**src/rtl/vga_line_fetch.sv**
```systemverilog
// Line prefetcher: reads one display line from SDRAM in bursts into a show-ahead pixel FIFO.
// Optional VGA_LINE_FETCH_STATS_EN adds a saturating underflow counter output.
module vga_line_fetch #(
    parameter int WordLength   = 16,
    parameter int AddressWidth = 24,
    parameter int BurstLength  = 8,
    parameter int LineWords    = 640,
    parameter int FifoDepth    = 32
) (
    input  logic                    CLK,
    input  logic                    RST,
    input  logic                    i_frame_start,
    input  logic [AddressWidth-1:0] i_base_addr,
    input  logic                    i_line_start,
    input  logic                    i_pop,
    output logic [WordLength-1:0]   o_pixel,
    output logic                    o_pixel_valid,
    output logic                    o_underflow,
`ifdef VGA_LINE_FETCH_STATS_EN
    output logic [15:0]             o_underflow_count,
`endif
    output logic                    o_line_done,
    output logic                    o_mem_en,
    output logic                    o_mem_rw,
    output logic [AddressWidth-1:0] o_mem_addr,
    input  logic                    i_mem_busy,
    input  logic                    i_mem_valid,
    input  logic [WordLength-1:0]   i_mem_data
);

    localparam int PW = $clog2(FifoDepth);
    localparam int CW = PW + 1;
    localparam int BW = $clog2(BurstLength + 1);
    localparam int WW = $clog2(LineWords + 1);

    localparam logic [BW-1:0] BEAT_LAST        = BW'(BurstLength - 1);
    localparam logic [WW-1:0] LAST_BURST_START = WW'(LineWords - BurstLength);
    localparam logic [WW-1:0] BURST_WORDS      = WW'(BurstLength);
    localparam logic [CW-1:0] FIFO_FULL        = CW'(FifoDepth);
    localparam logic [CW-1:0] BURST_ROOM       = CW'(BurstLength);

    typedef enum logic [2:0] {
        IDLE,
        WAIT_SPACE,
        ISSUE,
        RECEIVE,
        DRAIN,
        LINE_DONE
    } state_t;

    state_t                  state_q;
    logic [AddressWidth-1:0] ptr_q;
    logic [WW-1:0]           words_q;
    logic [BW-1:0]           beat_q;
    logic                    mem_en_q;
    logic [AddressWidth-1:0] mem_addr_q;
    logic                    line_done_q;

    logic [WordLength-1:0]   mem_q [FifoDepth];
    logic [PW-1:0]           wr_q, wr_d;
    logic [PW-1:0]           rd_q, rd_d;
    logic [CW-1:0]           cnt_q, cnt_d;
    logic                    underflow_q, underflow_d;

    logic                    fifo_empty;
    logic                    fifo_full;
    logic                    push;
    logic                    pop;
    logic                    underflow_evt;
    logic [CW-1:0]           free_entries;

    assign fifo_empty    = (cnt_q == '0);
    assign fifo_full     = (cnt_q == FIFO_FULL);
    assign free_entries  = FIFO_FULL - cnt_q;
    assign push          = (state_q == RECEIVE) && i_mem_valid && !i_frame_start && !fifo_full;
    assign pop           = i_pop && !fifo_empty && !i_frame_start;
    assign underflow_evt = i_pop && fifo_empty;

    always_comb begin
        wr_d        = wr_q;
        rd_d        = rd_q;
        cnt_d       = cnt_q;
        underflow_d = underflow_q | underflow_evt;
        if (i_frame_start) begin
            wr_d  = '0;
            rd_d  = '0;
            cnt_d = '0;
        end else begin
            if (push) begin
                wr_d = wr_q + PW'(1);
            end
            if (pop) begin
                rd_d = rd_q + PW'(1);
            end
            cnt_d = cnt_q + CW'(push) - CW'(pop);
        end
    end

    always_ff @(posedge CLK) begin
        if (!RST) begin
            wr_q        <= '0;
            rd_q        <= '0;
            cnt_q       <= '0;
            underflow_q <= 1'b0;
        end else begin
            wr_q        <= wr_d;
            rd_q        <= rd_d;
            cnt_q       <= cnt_d;
            underflow_q <= underflow_d;
        end
    end

    // FIFO storage holds data only, so it carries no reset
    always_ff @(posedge CLK) begin
        if (push) begin
            mem_q[wr_q] <= i_mem_data;
        end
    end

    always_ff @(posedge CLK) begin
        if (!RST) begin
            state_q     <= IDLE;
            ptr_q       <= '0;
            words_q     <= '0;
            beat_q      <= '0;
            mem_en_q    <= 1'b0;
            mem_addr_q  <= '0;
            line_done_q <= 1'b0;
        end else begin
            line_done_q <= 1'b0;
            if (i_frame_start) begin
                ptr_q    <= i_base_addr;
                words_q  <= '0;
                mem_en_q <= 1'b0;
                // A burst already owned by the controller must be drained before going idle
                if (state_q == RECEIVE || state_q == DRAIN) begin
                    if (i_mem_valid && beat_q == BEAT_LAST) begin
                        state_q <= IDLE;
                        beat_q  <= '0;
                    end else begin
                        state_q <= DRAIN;
                        beat_q  <= beat_q + BW'(i_mem_valid);
                    end
                end else if (state_q == ISSUE && !i_mem_busy) begin
                    state_q <= DRAIN;
                    beat_q  <= '0;
                end else begin
                    state_q <= IDLE;
                    beat_q  <= '0;
                end
            end else begin
                case (state_q)
                    IDLE: begin
                        if (i_line_start) begin
                            state_q <= WAIT_SPACE;
                            words_q <= '0;
                        end
                    end
                    WAIT_SPACE: begin
                        if (free_entries >= BURST_ROOM) begin
                            state_q    <= ISSUE;
                            mem_en_q   <= 1'b1;
                            mem_addr_q <= ptr_q;
                        end
                    end
                    ISSUE: begin
                        if (!i_mem_busy) begin
                            state_q  <= RECEIVE;
                            mem_en_q <= 1'b0;
                            beat_q   <= '0;
                        end
                    end
                    RECEIVE: begin
                        if (i_mem_valid) begin
                            if (beat_q == BEAT_LAST) begin
                                beat_q  <= '0;
                                ptr_q   <= ptr_q + AddressWidth'(BurstLength);
                                words_q <= words_q + BURST_WORDS;
                                if (words_q == LAST_BURST_START) begin
                                    state_q     <= LINE_DONE;
                                    line_done_q <= 1'b1;
                                end else begin
                                    state_q <= WAIT_SPACE;
                                end
                            end else begin
                                beat_q <= beat_q + BW'(1);
                            end
                        end
                    end
                    DRAIN: begin
                        if (i_mem_valid) begin
                            if (beat_q == BEAT_LAST) begin
                                state_q <= IDLE;
                                beat_q  <= '0;
                            end else begin
                                beat_q <= beat_q + BW'(1);
                            end
                        end
                    end
                    LINE_DONE: begin
                        state_q <= IDLE;
                    end
                    default: begin
                        state_q <= IDLE;
                    end
                endcase
            end
        end
    end

`ifdef VGA_LINE_FETCH_STATS_EN
    logic [15:0] ucnt_q;

    always_ff @(posedge CLK) begin
        if (!RST) begin
            ucnt_q <= '0;
        end else if (i_frame_start) begin
            ucnt_q <= '0;
        end else if (underflow_evt && ucnt_q != 16'hFFFF) begin
            ucnt_q <= ucnt_q + 16'd1;
        end
    end

    assign o_underflow_count = ucnt_q;
`endif

    assign o_pixel       = fifo_empty ? '0 : mem_q[rd_q];
    assign o_pixel_valid = !fifo_empty;
    assign o_underflow   = underflow_q;
    assign o_line_done   = line_done_q;
    assign o_mem_en      = mem_en_q;
    assign o_mem_rw      = 1'b1;
    assign o_mem_addr    = mem_addr_q;

endmodule

```
**config.mk**
```make
export PLATFORM = sky130hd
export DESIGN_NAME = vga_line_fetch
export DESIGN_NICKNAME = d
export VERILOG_FILES = /design/src/rtl/vga_line_fetch.sv
export SDC_FILE = /design/constraint.sdc
export NUM_CORES = 1
export LEC_CHECK = 0
export CORE_MARGIN = 2
export CORE_UTILIZATION = 30
export DETAILED_ROUTE_END_ITERATION = 6
export GPL_TIMING_DRIVEN = 1
export PLACE_DENSITY = 0.47
export SLEW_MARGIN = 5
export SYNTH_ARGS = -nofsm -noshare
export SYNTH_HDL_FRONTEND = slang
export SYNTH_SLANG_ARGS = --single-unit
```
**constraint.sdc**
```tcl
create_clock -name CLK -period 4.9 [get_ports CLK]
set_clock_uncertainty 0.05 [all_clocks]
set_input_delay 0.735 -clock CLK [delete_from_list [all_inputs] [get_ports CLK]]
set_output_delay 0.735 -clock CLK [all_outputs]
set_load 0.05 [all_outputs]
```
# After elaboration in Yosys (flattened, before gate mapping)
# Memory sizes are Yosys's and may differ from the RTL's. A register that Yosys moved wholly into a read port is not among the register bits.
# Cells that the tools add are included.
# word_totals
mem_bits_rw,512
mem_count,1
ff_bits,84
in_bits,47
output_inout_bits,45
elab_cells,115
# op_classes
reduce_logical,30
add_sub_neg,9
mux,37
magnitude_cmp,1
n_eq_ne,20
bitwise_logic,6
# memory_table
memory,words,width,rd,rd_ports_with_merged_regs,write_ports,line,rtl
mem_q,32,16,1,1,1,59,logic [WordLength-1:0] mem_q [FifoDepth];
# op_table
operator,count
$mux W24,4
$mux W3,12
$mux W10,3
$add A24 B4 Y24 const B,1
$mux W4,6
$pmux W10 S2,1
$mux W16,1
$ne A3 B3 Y1 const B,5
$pmux W3 S5,1
$reduce_and A3 Y1,4
$add A10 B4 Y10 const B,1
$add A5 B1 Y5 const B,2
$eq A10 B10 Y1 const B,1
$mux W5,2
$reduce_bool A2 Y1,5
$logic_and A1 B1 Y1,8
$ne A2 B2 Y1 const B,4
$pmux W4 S2,1
$reduce_and A7 Y1,1
$add A6 B1 Y6,1
$eq A3 B2 Y1 const B,2
$eq A6 B6 Y1 const B,1
$ge A6 B4 Y1 const B,1
$logic_not A6 Y1,1
other kinds (21),34

# Depth between registers and ports, before layout
# Gate-level depths: netlist of run 1.
# logic_depth
ltp_word,6
ltp_mapped,13
ltp_nobuf,13

# Worst setup path after synthesis of run 1
# No wires, ideal clock.
# synth_path
path_kind,reg-to-output
startpoint,reg cnt_q[4]
endpoint,out o_pixel[10]
n_path_buf,1
path_stages_with_launch,8
arrival_ps,2541
setup_slack_ps,1574
path_cell_list,dfxtp_1 inv_1 ha_1 and4bb_1 inv_1 nand3_1 clkbuf_1 o221ai_1
# synth_via
elab_chain_cells,2
# synth_lines
item,line,rtl
start: declaration,62,"logic [CW-1:0] cnt_q, cnt_d;"
start signal: assignment,108,cnt_q <= cnt_d;
$logic_not A6 Y1,72,assign fifo_empty = (cnt_q == '0);
$mux W16,227,assign o_pixel = fifo_empty ? '0 : mem_q[rd_q];
end: declaration,16,"output logic [WordLength-1:0] o_pixel,"
# Every way passes these cells.

# Worst setup path in the final report of run 1
# layout_path
startpoint,reg cnt_q[4]
endpoint,out o_pixel[11]
# Same word-level chain as after synthesis.

==> metrics.cfg, run 1 <==
[run_status]
outcome=finished, final reports clean

[worst_setup_path]
crit_arrival_ns=3.76
crit_path_end_kind=output port
reg2reg_depth=11
crit_start=cnt_q[4]$_SDFF_PP0_
critPathMaxFanout=16
setup.worst_path.end=o_pixel[11]
critPathMaxStageDelay_ns=0.86
worstPathRequired_ns=4.12
r2r_start=cnt_q[4]$_SDFF_PP0_
cpMaxStageDelayCell=clkdlybuf4s50_1
rr_endpoint=cnt_q[5]$_SDFF_PP0_
critPathKind=reg2out
crit_chain=inv_1 > ha_1 > and4bb_1 > or3_1 > o22a_1 > o221ai_1 > clkdlybuf4s50_1
worstSetupStartpointType=flip-flop
r2r_slack_ns=1.69

[detailed_routing]
first_pass_iters=5
via_per_inst=4.895
drt_iter0_drc=1072
via_count=12680
wl_um=59950
wl_per_cell_um=23.14
drc=0
postRouteAntennaNets=0

[synth]
synth-simple-area-share_pct=5.393
yosysWarnings=0
synth_area_per_cell_sq_um=17.88
synthAdderAreaFrac_pct=1.132
synth-seq-cells=598
synth_xor_area_share_pct=1.321
synth_mux_area_share_pct=15.05
synth.distinct_cells=66
synth_top_family_by_area=multiplexers
synth_compound_area_share_pct=3.742
seq_area_frac_synth_pct=71.61
async_reset_ff_share_pct=0
syn_inst=1335
synth-edff-count=512
syn-num-nets=1403
syn_area_sq_mm=0.02388
synth_ff_type=edfxtp_1

[clock_network]
root_buffer=clkbuf_16
numCtsBuffers=66
cts.reportedPaths.clkPinSlew_ns=0.06
post_cts_buffers=0
clock_latency_ns=0.59
htreeDepth=3
cts.hold.buffers_added=0
cts_num_sinks=598
clockBufferDepth=3
ctsResizeCount=0
cts_tree=done

[timing]
fin_crit_ns=4.541
grt_setup_unrepaired=false
period_share_pct=92.68
tightest_slew_ns=1.306
finalHoldViolations=0
fmax_ghz=0.2202
drv_slew=0
fin_hold_ws_ns=0.4147
setup_violations=0
setup_ws_ns=0.3586
maxSlewHeadroom_pct=12.65
fin_tns_setup_ns=0

[placement]
dp_slack_ns=0.8311
place_inst=2467
placed_area_sq_mm=0.02635
place.gp.congestion=0.7565
hpwlAfterDp_um=36400
io_buffers=90

[grt]
track_usage_pct=14.73
grt_pass1_wl_um=88510
grt_max_degree=71
antenna_found_initial=3
grt_pass1_vias=13150
overflow=0

[power_and_ir_drop]
total_power_mw=12.36
p_per_area_mw_per_mm2=433.6
p_leak_nw=8.655
vdd_ir_drop_max_uv=278.5

[hold_path]
hp-class=reg2reg
hold_depth=2

[finish]
multi_input_area_sq_mm=0.006407
drive_gt1_share_pct=21.91
post-route-util_pct=36.15
fill_cells=7438
nNetsFinal=1553
seqCellArea_sq_mm=0.01711
final_area_sq_mm=0.02851
area_delta_synth_final_pct=19.41
final_cell_count_no_fill=2590

[flow_run]
maxCapViolCount=0

[die]
start_util_pct=30.27
die_area_sq_mm=0.08186
die_w_um=286.1
row_count=103
die_h_um=286.1
ios=92
core_area_sq_mm=0.07887

cells in the final DEF (no fill, tap or decap), types with 26 or more instances in the layout:
cell	Yosys	routed
edfxtp_1	512	512
mux4_2	128	128
clkdlybuf4s50_1	0	88
dfxtp_1	86	82
mux2i_1	71	71
clkbuf_16	0	68
buf_4	2	65
nor2_1	73	57
nand2_1	54	54
o21ai_0	45	45
nand3_1	41	41
a21oi_1	36	36
xnor2_1	26	26
worst max-delay path, delay by kind of cell (launching register included):
| family | cells | cell delay [ns] |
|---|---|---|
| AOI/OAI and AO/OA | 2 | 0.55 |
| DFF | 1 | 0.38 |
| and+or+nand+nor | 2 | 1.04 |
| adders and majority gates | 1 | 0.22 |
| buffers and inverters | 2 | 0.97 |
final cells by class:
class / instances / area share, %
timing repair buffer: 159 / 5.117
clock buffer: 80 / 6.197
clock inverter: 41 / 1.356
antenna: 2 / 0.01756
multi-input combinational: 643 / 22.48
sequential: 598 / 60.00
tap: 1050 / 4.608
inverter: 17 / 0.2238
report_power, final:
part | total (mW) | internal, mW | switching, mW
combinational | 1.81 | 0.639 | 1.17
sequential | 5.61 | 5.56 | 0.0512
clock | 4.94 | 2.90 | 2.04
total | 12.4 | 9.10 | 3.26
layer usage:
| layer | wire [um] | part of all wire (%) | vias up | GRT usage, % |
|---|---|---|---|---|
| met3 | 2907 | 4.8 | 96 | 2.901 |
| li1 | - | - | 5660 | - |
| met2 | 28280 | 47 | 313 | 23.64 |
| met5 | 0 | 0 | - | 0 |
| met1 | 27170 | 45 | 6608 | 20.19 |
| met4 | 1587 | 2.6 | 0 | 4.607 |
synth_stat cells, drive strengths merged, types with 16 or more instances:
| cell | n | area, sq um |
|---|---|---|
| edfxtp | 512 | 15370 |
| mux4 | 128 | 2883 |
| dfxtp | 86 | 1722 |
| nor2 | 73 | 274.0 |
| mux2i | 71 | 710.7 |
| nand2 | 56 | 220.2 |
| o21ai | 48 | 240.2 |
| nand3 | 42 | 215.2 |
| buf | 39 | 208.9 |
| clkbuf | 38 | 142.6 |
| a21oi | 36 | 180.2 |
| xnor2 | 26 | 227.7 |
| ha | 20 | 250.2 |
| inv | 16 | 60.06 |
| o221ai | 16 | 140.1 |
| o22a | 16 | 140.1 |
flip-flops by register name, summed over array words and instances, names as in the netlist, named ones only:
register and flops:
o_mem_en 1, state_q 3, ptr_q 24, o_line_done 1
o_underflow 1, cnt_q 6, beat_q 4, words_q 7
wr_q 5, rd_q 5, mem_q 512, o_mem_addr 24
how the worst min path moves through the flow:
stage / to / slack (ns) / start
after floorplan: o_mem_addr[0]$_SDFFE_PN0P_ / 0.39 / ptr_q[0]$_SDFFE_PN0P_
after global placement: o_mem_addr[0]$_SDFFE_PN0P_ / 0.41 / ptr_q[0]$_SDFFE_PN0P_
after detailed placement: o_mem_addr[0]$_SDFFE_PN0P_ / 0.41 / ptr_q[0]$_SDFFE_PN0P_
after CTS: o_mem_addr[22]$_SDFFE_PN0P_ / 0.42 / o_mem_addr[22]$_SDFFE_PN0P_
after global routing: o_mem_addr[0]$_SDFFE_PN0P_ / 0.44 / ptr_q[0]$_SDFFE_PN0P_
final: o_mem_addr[22]$_SDFFE_PN0P_ / 0.41 / o_mem_addr[22]$_SDFFE_PN0P_
logic make-up after synthesis:
group | count (synthesis)
flip-flops | 598
AND/OR/NAND/NOR | 249
XOR/XNOR | 36
buffers and inverters | 94
adder cells (fa/ha/maj) | 21
other | 1
multiplexers | 199
AO/OA/AOI/OAI | 137
No activity file was read; power rests on OpenSTA's default activity.
==> inputs of run 2 (changes only) <==
--- a/config.mk
+++ b/config.mk
@@ -7,6 +7,7 @@
 export LEC_CHECK = 0
 export CORE_MARGIN = 2
 export CORE_UTILIZATION = 30
+export CTS_CLUSTER_DIAMETER = 120
 export DETAILED_ROUTE_END_ITERATION = 6
 export GPL_TIMING_DRIVEN = 1
 export PLACE_DENSITY = 0.47
==> results of run 2 <==
No change in the layout: final DEF, timing and power equal those of run 1.
==> inputs of run 3 (changes only) <==
--- a/config.mk
+++ b/config.mk
@@ -6,11 +6,11 @@
 export NUM_CORES = 1
 export LEC_CHECK = 0
 export CORE_MARGIN = 2
-export CORE_UTILIZATION = 30
+export CORE_UTILIZATION = 40
 export CTS_CLUSTER_DIAMETER = 120
 export DETAILED_ROUTE_END_ITERATION = 6
 export GPL_TIMING_DRIVEN = 1
-export PLACE_DENSITY = 0.47
+export PLACE_DENSITY = 0.58
 export SLEW_MARGIN = 5
 export SYNTH_ARGS = -nofsm -noshare
 export SYNTH_HDL_FRONTEND = slang
==> metrics.cfg, run 3 (synthesis gave the netlist of run 1 again) <==
[run_status]
outcome=finished, final reports clean  ; unchanged

[placement]
hpwlAfterDp_um=32690  ; was 36400 um
place_inst=2178  ; was 2467
io_buffers=90  ; unchanged
place.gp.congestion=0.8060  ; was 0.7565

[finish]
final_cell_count_no_fill=2298  ; was 2590
layout_common_cells=edfxtp_1 (512), mux4_2 (128), clkdlybuf4s50_1 (89)  ; was edfxtp_1 (512), mux4_2 (128), clkdlybuf4s50_1 (88)
nNetsFinal=1541  ; was 1553
drive_gt1_share_pct=20.21  ; was 21.91%
largest_reg_flops=512  ; unchanged
area_delta_synth_final_pct=17.40  ; was 19.41%
regMostFlops=mem_q  ; unchanged
final_common_cell=edfxtp_1  ; unchanged

[detailed_routing]
drc=0  ; unchanged
wl_um=54940  ; was 59950 um
drt_iter0_drc=846  ; was 1072
via_per_inst=5.471  ; was 4.895
via_count=12570  ; was 12680
postRouteAntennaNets=0  ; unchanged
first_pass_iters=5  ; unchanged
wl_per_cell_um=23.91  ; was 23.14 um

[timing]
fmax_ghz=0.2153  ; was 0.2202 GHz
grt_setup_unrepaired=false  ; unchanged
finalHoldViolations=0  ; unchanged
fin_crit_ns=4.644  ; was 4.541 ns
maxSlewHeadroom_pct=9.970  ; was 12.65%
setup_violations=0  ; unchanged
fin_tns_setup_ns=0  ; unchanged
period_share_pct=94.78  ; was 92.68%
drv_slew=0  ; unchanged
fin_hold_ws_ns=0.4061  ; was 0.4147 ns
tightest_slew_ns=1.346  ; was 1.306 ns

[grt]
grt_pass1_vias=12880  ; was 13150
grt_pass1_wl_um=81850  ; was 88510 um
overflow=0  ; unchanged
track_usage_pct=18.18  ; was 14.73%
antenna_found_initial=0  ; was 3
grt_max_degree=56  ; was 71

[clock_network]
ctsResizeCount=0  ; unchanged
cts_tree=done  ; unchanged
cts_num_sinks=598  ; unchanged
clockBufferDepth=3  ; unchanged
cts.reportedPaths.clkPinSlew_ns=0.06  ; about the same
numCtsBuffers=66  ; unchanged
cts.hold.buffers_added=0  ; unchanged
post_cts_buffers=0  ; unchanged
clock_latency_ns=0.59  ; about the same
root_buffer=clkbuf_16  ; unchanged
htreeDepth=3  ; unchanged

[die]
die_area_sq_mm=0.06166  ; was 0.08186 sq mm
die_h_um=248.3  ; was 286.1 um
start_util_pct=40.45  ; was 30.27%
row_count=89  ; was 103
ios=92  ; unchanged
core_area_sq_mm=0.05902  ; was 0.07887 sq mm
die_w_um=248.3  ; was 286.1 um

[worst_setup_path]
r2r_slack_ns=1.44  ; was 1.69 ns
critPathMaxFanout=16  ; unchanged
worstSetupStartpointType=flip-flop  ; unchanged
reg2reg_depth=12  ; was 11
crit_arrival_ns=3.86  ; was 3.76 ns
critPathKind=reg2out  ; unchanged
crit_path_end_kind=output port  ; unchanged
worstPathRequired_ns=4.12  ; about the same

[power_and_ir_drop]
p_per_area_mw_per_mm2=437.3  ; was 433.6 mW/mm^2
vdd_ir_drop_max_uv=295.9  ; was 278.5 uV
p_leak_nw=8.572  ; was 8.655 nW

[hold_path]
hp-class=reg2reg  ; unchanged
hold_depth=2  ; unchanged

[flow_run]
maxCapViolCount=0  ; unchanged

[run 3: changes by cell type in the layout (fill, tap and decap cells not counted), moves of 2 or more]
cell	change
inv_6	+2
clkinv_2	-3
nor2_1	+13
clkbuf_1	+2
buf_4	-14
nor2_2	-13
buf_12	+2
[run 3: worst paths after layout]
| check | startpoint | endpoint |
|---|---|---|
| setup reg to reg | cnt_q[3]$_SDFF_PP0_ | cnt_q[4]$_SDFF_PP0_ |
| setup / recovery | cnt_q[3]$_SDFF_PP0_ | o_pixel[15] |
| hold reg to reg | ptr_q[0]$_SDFFE_PN0P_ | o_mem_addr[0]$_SDFFE_PN0P_ |
| hold / removal | ptr_q[0]$_SDFFE_PN0P_ | o_mem_addr[0]$_SDFFE_PN0P_ |
[run 3: per-stage QoR]
| step | power, mW | cell area [sq um] | utilization (%) | setup slack (ns) |
|---|---|---|---|---|
| after detailed placement | 7.522 | 25910 | 43.90 | 0.8579 |
| after floorplan | 6.831 | 23880 | - | 1.574 |
| final | 12.26 | 28030 | 47.49 | 0.2556 |
| after global routing | 12.66 | 28030 | 47.49 | 0.1309 |
| after global placement | 7.514 | 25910 | 43.90 | 0.9047 |
| after CTS | 12.37 | 28030 | 47.49 | 0.2705 |
[run 3: worst max-delay path, cell delays in order (launching register included)]
cell,delay [ns]
dfxtp_1,0.37
inv_1,0.10
ha_1,0.20
and4bb_1,0.33
inv_1,0.30
nand3_1,0.52
o221ai_1,0.56
clkdlybuf4s50_1,0.89
[run 3: power by group]
group          total [mW]  internal (mW)  switching [mW]
Combinational        1.79          0.641            1.15
Sequential           5.62           5.56          0.0633
Clock                4.85           2.86            1.99
Total                12.3           9.06            3.20
[run 3: final cells by class]
cell class                      instances  area (sq um)
Clock buffer                           80          1735
Antenna cell                            1         2.502
Inverter                               17         63.81
Tap cell                              773         967.2
Multi-Input combinational cell        643          6375
Sequential cell                       598         17110
Clock inverter                         39         380.4
Timing Repair Buffer                  147          1399
Fill cell                            4983         30990
[run 3: metal layers]
layer / track usage (%) / part of all wire (%)
met1: 25.14 / 44
met2: 28.82 / 47
met3: 3.814 / 6.1
met4: 5.952 / 2.8
met5: 0 / 0
